===== src/rtl/mips_ctrl_pkg.sv =====
// rtl/mips_ctrl_pkg.sv - shared constants for the multicycle MIPS control path
//
// Purpose: opcode values, control FSM state encoding, OpALU codes shared with
// the ULA control block, and the ALUSrcB / PCSource select encodings.
// Ports: none (package).

package mips_ctrl_pkg;

  // Instruction opcodes, instr[31:26]
  localparam logic [5:0] OP_R    = 6'b000000;
  localparam logic [5:0] OP_LW   = 6'b100011;
  localparam logic [5:0] OP_SW   = 6'b101011;
  localparam logic [5:0] OP_BEQ  = 6'b000100;
  localparam logic [5:0] OP_J    = 6'b000010;
  localparam logic [5:0] OP_ADDI = 6'b001000;

  // Control FSM states; encodings 13..15 are unused and recover to S_ILLEGAL
  typedef enum logic [3:0] {
    S_FETCH     = 4'd0,
    S_DECODE    = 4'd1,
    S_MEM_ADDR  = 4'd2,
    S_MEM_READ  = 4'd3,
    S_MEM_WB    = 4'd4,
    S_MEM_WRITE = 4'd5,
    S_EXEC_R    = 4'd6,
    S_R_WB      = 4'd7,
    S_BRANCH    = 4'd8,
    S_JUMP      = 4'd9,
    S_EXEC_I    = 4'd10,
    S_I_WB      = 4'd11,
    S_ILLEGAL   = 4'd12
  } state_t;

  // OpALU codes understood by the ULA control block
  localparam logic [1:0] ALUOP_ADD   = 2'b00;
  localparam logic [1:0] ALUOP_SUB   = 2'b01;
  localparam logic [1:0] ALUOP_FUNCT = 2'b10;

  // ALU operand B select
  localparam logic [1:0] SRCB_REG     = 2'b00;
  localparam logic [1:0] SRCB_FOUR    = 2'b01;
  localparam logic [1:0] SRCB_IMM     = 2'b10;
  localparam logic [1:0] SRCB_IMM_SH2 = 2'b11;

  // Next-PC source select
  localparam logic [1:0] PCSRC_ALU    = 2'b00;
  localparam logic [1:0] PCSRC_ALUOUT = 2'b01;
  localparam logic [1:0] PCSRC_JUMP   = 2'b10;

endpackage


===== src/rtl/retire_counter.sv =====
// rtl/retire_counter.sv - wrapping count of retired instructions
//
// Purpose: W-bit up counter with enable and asynchronous active-low clear.
// Ports:
//   clk   in  clock
//   rst_n in  async active-low clear
//   en    in  increment on this posedge
//   count out current count, wraps modulo 2^W

module retire_counter #(
  parameter int W = 32
) (
  input  logic         clk,
  input  logic         rst_n,
  input  logic         en,
  output logic [W-1:0] count
);

  always_ff @(posedge clk or negedge rst_n) begin
    if (!rst_n) begin
      count <= '0;
    end else if (en) begin
      count <= count + W'(1);
    end
  end

endmodule


===== src/rtl/multicycle_control.sv =====
// rtl/multicycle_control.sv - main control FSM of the multicycle MIPS datapath
//
// Purpose: sequences fetch/decode/execute/memory/writeback for R-type, lw, sw,
// beq, j and addi; drives datapath selects and write enables; stalls on
// mem_ready; flags illegal opcodes; counts retired instructions.
// Ports:
//   clk, rst_n        clock, async active-low reset
//   opcode            instr[31:26] from the instruction register
//   mem_ready         memory finished the current access this cycle
//   PCWrite..RegWrite datapath write enables / 1-bit selects
//   ALUSrcA/B         ALU operand selects
//   PCSource          next-PC select
//   OpALU             operation class for the ULA control block
//   illegal           high while parked in the illegal-opcode state
//   instr_retired     one-cycle pulse on the completing cycle
//   retired_cnt       retired-instruction count (CNT_W bits, wraps)

module multicycle_control
  import mips_ctrl_pkg::*;
#(
  parameter int CNT_W = 32
) (
  input  logic             clk,
  input  logic             rst_n,
  input  logic [5:0]       opcode,
  input  logic             mem_ready,
  output logic             PCWrite,
  output logic             PCWriteCond,
  output logic             IorD,
  output logic             MemRead,
  output logic             MemWrite,
  output logic             IRWrite,
  output logic             MemtoReg,
  output logic             RegDst,
  output logic             RegWrite,
  output logic             ALUSrcA,
  output logic [1:0]       ALUSrcB,
  output logic [1:0]       PCSource,
  output logic [1:0]       OpALU,
  output logic             illegal,
  output logic             instr_retired,
  output logic [CNT_W-1:0] retired_cnt
);

  state_t state;
  state_t state_next;

  always_ff @(posedge clk or negedge rst_n) begin
    if (!rst_n) begin
      state <= S_FETCH;
    end else begin
      state <= state_next;
    end
  end

  // opcode matters only in DECODE and MEM_ADDR; mem_ready only in the
  // three memory-access states.
  always_comb begin
    state_next = state;
    case (state)
      S_FETCH:     if (mem_ready) state_next = S_DECODE;
      S_DECODE: begin
        case (opcode)
          OP_LW, OP_SW: state_next = S_MEM_ADDR;
          OP_R:         state_next = S_EXEC_R;
          OP_BEQ:       state_next = S_BRANCH;
          OP_J:         state_next = S_JUMP;
          OP_ADDI:      state_next = S_EXEC_I;
          default:      state_next = S_ILLEGAL;
        endcase
      end
      S_MEM_ADDR: begin
        if (opcode == OP_LW)      state_next = S_MEM_READ;
        else if (opcode == OP_SW) state_next = S_MEM_WRITE;
        else                      state_next = S_ILLEGAL;
      end
      S_MEM_READ:  if (mem_ready) state_next = S_MEM_WB;
      S_MEM_WRITE: if (mem_ready) state_next = S_FETCH;
      S_MEM_WB:    state_next = S_FETCH;
      S_EXEC_R:    state_next = S_R_WB;
      S_R_WB:      state_next = S_FETCH;
      S_BRANCH:    state_next = S_FETCH;
      S_JUMP:      state_next = S_FETCH;
      S_EXEC_I:    state_next = S_I_WB;
      S_I_WB:      state_next = S_FETCH;
      S_ILLEGAL:   state_next = S_ILLEGAL;
      default:     state_next = S_ILLEGAL;
    endcase
  end

  // Outputs are gated by rst_n so nothing (not even the FETCH read request)
  // reaches the datapath while reset is held.
  always_comb begin
    PCWrite       = 1'b0;
    PCWriteCond   = 1'b0;
    IorD          = 1'b0;
    MemRead       = 1'b0;
    MemWrite      = 1'b0;
    IRWrite       = 1'b0;
    MemtoReg      = 1'b0;
    RegDst        = 1'b0;
    RegWrite      = 1'b0;
    ALUSrcA       = 1'b0;
    ALUSrcB       = SRCB_REG;
    PCSource      = PCSRC_ALU;
    OpALU         = ALUOP_ADD;
    illegal       = 1'b0;
    instr_retired = 1'b0;
    if (rst_n) begin
      case (state)
        S_FETCH: begin
          MemRead = 1'b1;
          ALUSrcB = SRCB_FOUR;
          IRWrite = mem_ready;
          PCWrite = mem_ready;
        end
        S_DECODE: begin
          ALUSrcB = SRCB_IMM_SH2;
        end
        S_MEM_ADDR: begin
          ALUSrcA = 1'b1;
          ALUSrcB = SRCB_IMM;
        end
        S_MEM_READ: begin
          MemRead = 1'b1;
          IorD    = 1'b1;
        end
        S_MEM_WB: begin
          RegWrite      = 1'b1;
          MemtoReg      = 1'b1;
          instr_retired = 1'b1;
        end
        S_MEM_WRITE: begin
          MemWrite      = 1'b1;
          IorD          = 1'b1;
          instr_retired = mem_ready;
        end
        S_EXEC_R: begin
          ALUSrcA = 1'b1;
          OpALU   = ALUOP_FUNCT;
        end
        S_R_WB: begin
          RegWrite      = 1'b1;
          RegDst        = 1'b1;
          instr_retired = 1'b1;
        end
        S_BRANCH: begin
          ALUSrcA       = 1'b1;
          OpALU         = ALUOP_SUB;
          PCWriteCond   = 1'b1;
          PCSource      = PCSRC_ALUOUT;
          instr_retired = 1'b1;
        end
        S_JUMP: begin
          PCWrite       = 1'b1;
          PCSource      = PCSRC_JUMP;
          instr_retired = 1'b1;
        end
        S_EXEC_I: begin
          ALUSrcA = 1'b1;
          ALUSrcB = SRCB_IMM;
        end
        S_I_WB: begin
          RegWrite      = 1'b1;
          instr_retired = 1'b1;
        end
        S_ILLEGAL: begin
          illegal = 1'b1;
        end
        default: begin
        end
      endcase
    end
  end

  retire_counter #(
    .W (CNT_W)
  ) u_retire_counter (
    .clk   (clk),
    .rst_n (rst_n),
    .en    (instr_retired),
    .count (retired_cnt)
  );

endmodule


===== config.mk =====
export PLATFORM = sky130hd
export DESIGN_NAME = multicycle_control
export DESIGN_NICKNAME = d
export VERILOG_FILES = /design/src/rtl/mips_ctrl_pkg.sv /design/src/rtl/retire_counter.sv /design/src/rtl/multicycle_control.sv
export SDC_FILE = /design/constraint.sdc
export NUM_CORES = 1
export LEC_CHECK = 0
export CORE_MARGIN = 2
export CORE_UTILIZATION = 32
export CTS_CLUSTER_SIZE = 8
export DETAILED_ROUTE_END_ITERATION = 16
export GPL_TIMING_DRIVEN = 0
export MAX_ROUTING_LAYER = met4
export PLACE_DENSITY_LB_ADDON = 0.1
export SLEW_MARGIN = 20
export SYNTH_ARGS = -nofsm -noshare
export SYNTH_HDL_FRONTEND = slang
export SYNTH_SLANG_ARGS = --single-unit

===== constraint.sdc =====
create_clock -name clk -period 4.95 [get_ports clk]
set_input_delay 0.99 -clock clk [delete_from_list [all_inputs] [get_ports clk]]
set_output_delay 0.99 -clock clk [all_outputs]
set_load 0.02 [all_outputs]

==> results of run 1 <==
[placed cells by master (no fill, tap or decap), drive strengths merged, types with 5 or more instances in the layout]
master	n
nor4	5
and4	5
clkdlybuf4s50	57
nor2	16
xnor2	29
and3	7
nand4	12
nor3	5
nand3	14
dfrtp	36
buf	6
nand2	25
a21oi	6
clkbuf	10
[final timing paths]
check / from / to / depth (start not counted)
max in group asynchronous: rst_n / u_retire_counter.count[2] / 2
min in group asynchronous: rst_n / u_retire_counter.count[31] / 1
hold reg to reg: u_retire_counter.count[31] / u_retire_counter.count[31] / 1
hold / removal: u_retire_counter.count[31] / u_retire_counter.count[31] / 1
setup / recovery: mem_ready / instr_retired / 5
setup reg to reg: state[1] / u_retire_counter.count[31] / 5
[power groups by stage]
| stage | combinational [uW] | sequential [uW] | clock, uW |
|---|---|---|---|
| after floorplan | 249 | 388 | 0 |
| after global placement | 433 | 372 | 0 |
| after detailed placement | 434 | 371 | 0 |
| after CTS | 435 | 366 | 260 |
| after global routing | 473 | 373 | 273 |
| final | 433 | 366 | 250 |
[per-stage QoR]
stage                     instance area (um^2)  total power, uW  setup TNS, ps  cells
after detailed placement                  2739            804.8              0    346
after global placement                    2724            804.5          -3330    345
after floorplan                           2047            637.1              0    210
after CTS                                 2846             1061              0    354
final                                     2846             1049              0    354
after global routing                      2846             1119              0    354
[kinds of logic (layout without fill, tap and decap cells)]
kind of cell,after synthesis,after routing
flip-flops,36,36
XOR/XNOR,33,33
buffers and inverters,9,76
AO/OA/AOI/OAI,20,20
adder cells (fa/ha/maj),1,1
AND/OR/NAND/NOR,109,109
multiplexers,2,2
[critical path, stage by stage]
cell and delay, ps:
clkdlybuf4s50_1 530, or3b_1 480, a21oi_4 330, nor2_1 200
clkdlybuf4s50_1 580
[routing by layer]
layer	vias up	part of all wire, %
met5	-	0
met4	0	0.54
met3	2	4.0
met2	43	44
met1	869	51
li1	882	-
[registers in the layout, indices dropped and copies added (netlist names)]
register and flops:
state 4, u_retire_counter.count 32
[area by class of cell]
| cell class | count | share of cell area, % |
|---|---|---|
| multi-input cells | 165 | 38.86 |
| flip-flops and latches | 36 | 31.65 |
| repair buffers | 59 | 20.92 |
| well taps | 77 | 3.385 |
| clock buffers | 6 | 2.549 |
| plain buffers | 8 | 1.275 |
| clock inverters | 2 | 1.231 |
| inverters | 1 | 0.1319 |
==> results by group, run 1 <==
Outcome
  – Status: completed

Global routing
  – First-pass GRT wire length: 8.273 mm
  – Vias in the first global route: 1720
  – Largest net degree at the start of global routing: 29
  – Grt ovf: 0
  – Met1 global-route usage: between 20% and 30%
  – Gr usage total: ~15%
  – Initial antenna violation count: 0
  – Most Used Layer, Global Route: met2
  – Met2 usage: between 20 and 25%
  – Met3 usage: under 10%

Layout
  – # diodes: 0
  – Final core utilization: between 40 and 50%
  – Layout overhead on the synthesized area: 39.06%
  – FF/Latch Area: around 900 um^2
  – Layout cells sized above 1: a little under 8%
  – Filler Cell Count: between 600 and 700
  – Multi-input logic area: 0.001106 mm^2
  – Nets@finish: between 200 and 300

Power
  – Sequential cell fraction of total power: between 30% and 40%
  – Switching share of power: ~37%
  – Internal Power: 657.0 uW
  – Comb pwr share: about two fifths
  – Clock share of power: approximately a quarter
  – Leakage: between 0.001 and 0.0015 uW
  – Worst vdd ir: about 0.00031 V
  – P per Cell Area: about 370 mW/mm^2
  – Switching pwr: a little under 400 uW

Floorplanning
  – CORE AREA: roughly 0.0063 mm^2
  – Effective utilization at floorplan: around 33%
  – Die Y: between 80 and 90 um
  – Die Area: around 0.007 mm^2
  – I/O pin cnt: 59
  – Die width: about 84 um
  – Num rows: 29

Timing
  – Final WS setup: 844.8 ps
  – Slew Viols, Final: 0
  – Worst slew margin: between 60% and 70%
  – Minimum clock period: ~4000 ps
  – Fin crit share: 82.93%
  – Final hold vios: 0
  – Unrepaired setup endpoints after global routing: false
  – Worst slew pin tran: between 500 and 600 ps
  – Layout Skew: around 3 ps
  – Worst hold slack: ~470 ps
  – # setup viols final: 0
  – Max Clk Rate: ~240 MHz

Yosys
  – Combinational family with the most area after synthesis: simple AND/OR/NAND/NOR gates
  – Mapped Cells: 210
  – Post-synth top flop: dfrtp_1
  – Synth Area in Compound Gates: approximately 7%
  – Post-Synth Adder-Cell Area: less than 1%
  – Synth top cells by count: dfrtp_1 (36), xnor2_1 (29), nand2_1 (25)
  – Synthesis Warnings: 0
  – Net Count, Synth: 220
  – Avg Inst Size Synth: about 9.7 um^2
  – Post-synthesis xor/xnor area fraction: approximately 14%
  – Post-synthesis cell area: 0.002047 mm^2
  – Largest area contributor in the netlist: dfrtp_1
  – Yosys top cell area share: 44.01%
  – Post-synth ARST share: between 90% and 100%
  – Sequential area share after synthesis: roughly 44%
  – Simple-gate share of the synthesized area: a little under a third
  – #FFs+latches synth: 36
  – Mux cell area share after synthesis: around 1.0%
  – Most numerous cell in the Yosys netlist: dfrtp_1
  – Distinct cells, synth: 46
  – Post-synth EDFFs: 0
  – Top cells by area, synth: dfrtp_1 (44%), xnor2_1 (12%), nand2_1 (4.6%)

Critical path
  – Data required time at the worst endpoint: between 3000 and 4000 ps
  – Worst Path Max Fanout: 7
  – CP Capture Type: primary output
  – Crit start category: primary input
  – Setup CP Type: primary input to primary output
  – Critical Path AT: about 3100 ps
  – Worst R2R Setup Slack: roughly 2900 ps

Clock network
  – PostCTS Resize Cnt: 0
  – Clock latency on the worst-skew pair: 280 ps
  – Max Root-Sink Buffers: 2
  – TritonCTS clock tree: built
  – Clk sinks: 36
  – CTS Buf Count: 5
  – Setup bufs post-CTS: 0
  – Clk slew on worst S/H paths: roughly 70 ps
  – Hold-fix buffers at CTS: 0
  – H-tree depth: 2
  – Root buf cell: clkbuf_8

Placement
  – Post-Place Worst Slack: between 800 and 900 ps
  – RePlAce Congestion: between 0.8 and 0.9
  – Port bufs: 58
  – Dpl hpwl: between 3 and 4 mm

Detailed routing
  – Routed via count: about 1800
  – Router iterations before antenna repair: 4
  – Post-Route WL: roughly 4.8 mm
  – Final ANT Viol Nets: 0
  – Routed len/inst: about 14 um
  – Number of DRC markers in iteration 0: 37
  – Vias/cell: 5.073
  – DRC Markers: 0

Hold path
  – Hold Path Class: flop to flop

Job
  – Number of max-cap violations: 0
(Power assumes the default switching activity.)
==> run 2, diff against run 1 <==
==> constraint.sdc (replaced) <==
create_clock -name clk -period 3.69 [get_ports clk]
set_input_delay 0.738 -clock clk [delete_from_list [all_inputs] [get_ports clk]]
set_output_delay 0.738 -clock clk [all_outputs]
set_load 0.02 [all_outputs]
==> run 2 against run 1 <==
Sequential share of layout area down 0.097 points. Worst setup slack got worse by 690 ps. Cell count unchanged. Clock power up 34%. Critical path depth did not move. Total power grew 34%. Design area grew 0.31%. Hold slack worse by 160 ps. Combinational power rose by 35%. First-iteration DRC count shrank 2.7%. Register-to-register slack got worse by 1300 ps.
==> results by group, run 2 (same netlist as run 1, synthesis figures left out) <==
Global routing
  – Grt ovf: 0 (unchanged)
  – Most Used Layer, Global Route: met2
  – Met2 usage: 21.53% (unchanged)
  – Met1 global-route usage: 20.79% (unchanged)
  – First-pass GRT wire length: 8.273 mm (unchanged)
  – Met3 usage: 3.066% (unchanged)
  – Vias in the first global route: 1720 (unchanged)
  – Initial antenna violation count: 0 (unchanged)
  – Largest net degree at the start of global routing: 29 (unchanged)
  – Gr usage total: 14.53% (unchanged)

Clock network
  – Clock latency on the worst-skew pair: 280 ps (about the same)
  – Root buf cell: clkbuf_8
  – H-tree depth: 2 (unchanged)
  – TritonCTS clock tree: built
  – Clk slew on worst S/H paths: 70 ps (about the same)
  – Max Root-Sink Buffers: 2 (unchanged)
  – CTS Buf Count: 5 (unchanged)
  – Setup bufs post-CTS: 0 (unchanged)
  – Clk sinks: 36 (unchanged)
  – Hold-fix buffers at CTS: 0 (unchanged)

Detailed routing
  – DRC Markers: 0 (unchanged)
  – Router iterations before antenna repair: 4 (unchanged)
  – Vias/cell: 5.042 (-0.61%)
  – Post-Route WL: 4.775 mm (-0.50%)
  – Number of DRC markers in iteration 0: 36 (-2.7%)
  – Routed via count: 1785 (-0.61%)
  – Routed len/inst: 13.49 um (-0.50%)
  – Final ANT Viol Nets: 0 (unchanged)

Layout
  – Commonest non-fill, non-tap cell in the layout: clkdlybuf4s50_1
  – Max reg flops: 32 (unchanged)
  – Layout overhead on the synthesized area: 39.49%
  – Filler Cell Count: 623 (-0.48%)
  – Nets@finish: 286 (unchanged)
  – Most frequent cells in the layout: clkdlybuf4s50_1 (57), dfrtp_1 (36), xnor2_1 (29), nand2_1 (25), nor2_1 (15)
  – Final core utilization: 45.49% (+0.14 points)
  – # diodes: 0 (unchanged)
  – Top reg by flops: u_retire_counter.count
  – Largest regs: u_retire_counter.count x32, state x4
  – Layout cells sized above 1: 8.664% (+0.72 points)

Placement
  – Port bufs: 58 (unchanged)
  – Post-Place Worst Slack: 88.07 ps (-756.0 ps)
  – RePlAce Congestion: 0.8028 (unchanged)
  – Dpl hpwl: 3.597 mm (unchanged)

Floorplanning
  – CORE AREA: 0.006277 mm^2 (unchanged)
  – Num rows: 29 (unchanged)
  – Effective utilization at floorplan: 32.61% (unchanged)
  – I/O pin cnt: 59 (unchanged)
  – Die Y: 83.98 um (unchanged)
  – Die width: 83.98 um (unchanged)
  – Die Area: 0.007053 mm^2 (unchanged)

Critical path
  – Data required time at the worst endpoint: 2950 ps (-1010 ps)
  – Largest stage delay, worst path: 560 ps (-20 ps)
  – Worst Path Max Fanout: 7 (unchanged)
  – Critical Path AT: 2790 ps (-330 ps)
  – Most Frequent Cell on Critical Path: clkdlybuf4s50_1
  – CP bufs+invs: 2 (unchanged)
  – Worst path top cell family by delay: buffers and inverters
  – CP Capture Type: primary output
  – Crit start category: primary input
  – Worst path cell trace: clkdlybuf4s50_1 -> or3b_1 -> a21oi_4 -> nor2_2 -> clkdlybuf4s50_1
  – CP max stage cell: clkdlybuf4s50_1
  – Setup CP Type: primary input to primary output

Timing
  – Final WS setup: 159.8 ps (-685.0 ps)
  – Slew Viols, Final: 0 (unchanged)
  – # setup viols final: 0 (unchanged)
  – Worst slew margin: 64.99% (+1.1 points)
  – Layout Skew: 3.831 ps (+0.7799 ps)
  – Worst slew pin tran: 525.1 ps (-16.35 ps)
  – Max Clk Rate: roughly 280 MHz
  – Fin crit share: between 90% and 100%
  – Unrepaired setup endpoints after global routing: false
  – Minimum clock period: about 3500 ps
  – Final hold vios: 0 (unchanged)

Outcome
  – Status: completed

Power
  – Total power: 1409 uW (+34%)
  – Leakage: 0.001126 uW (+0.14%)
  – Worst vdd ir: 0.0004169 V (+34%)
  – P per Cell Area: 493.4 mW/mm^2 (+34%)

Job
  – Number of max-cap violations: 0 (unchanged)

Hold path
  – Hold Path Class: primary input to asynchronous set/reset pin
-- run 2: final cells by class --
class | instances | area, um^2 | area share, %
clock buffers | 6 | 72.57 | 2.542
plain buffers | 8 | 36.28 | 1.271
repair buffers | 59 | 595.6 | 20.86
inverters | 1 | 3.754 | 0.1315
flip-flops and latches | 36 | 900.9 | 31.55
clock inverters | 2 | 35.03 | 1.227
multi-input cells | 165 | 1115 | 39.04
well taps | 77 | 96.34 | 3.374
-- run 2: path summary, 6_finish.rpt --
check                                                   to                        from  slack [ps]  depth (start not counted)
worst max-delay path                         instr_retired                   mem_ready         160                          5
worst min-delay path            u_retire_counter.count[31]                       rst_n         320                          1
worst max register to register  u_retire_counter.count[31]                    state[1]        1620                          5
worst min register to register  u_retire_counter.count[31]  u_retire_counter.count[31]         470                          1
max in group asynchronous        u_retire_counter.count[2]                       rst_n        2950                          2
min in group clk                u_retire_counter.count[31]  u_retire_counter.count[31]         470                          1
-- run 2: per-layer routing --
metal	vias to the layer above	routed length (um)
li1	882	-
met1	861	2408
met2	40	2159
met3	2	181
met4	0	26
met5	-	0
-- run 2: power breakdown --
group	total, uW	leakage, uW	switching [uW]	internal [uW]
combinational	583	0.000579	338	245
clock	335	0.0000552	134	200
sequential	491	0.000492	53.1	438
total	1410	0.00113	526	883
-- run 2: repair_timing --
| action | 4_1_cts | 5_1_grt |
|---|---|---|
| gates resized for setup | 0 | 2 |
| endpoints found under the setup margin | 0 | 2 |
| hold endpoints to repair | 0 | 0 |
-- run 2: per-stage QoR --
step                hold WS, ps  TNS, ps  instances  cell area, um^2
floorplan                 442.4        0        210             2047
global placement          461.3   -28270        345             2724
detailed placement        467.4        0        346             2739
CTS                       317.4        0        354             2846
global route              311.3        0        354             2855
finish                    317.5        0        354             2855
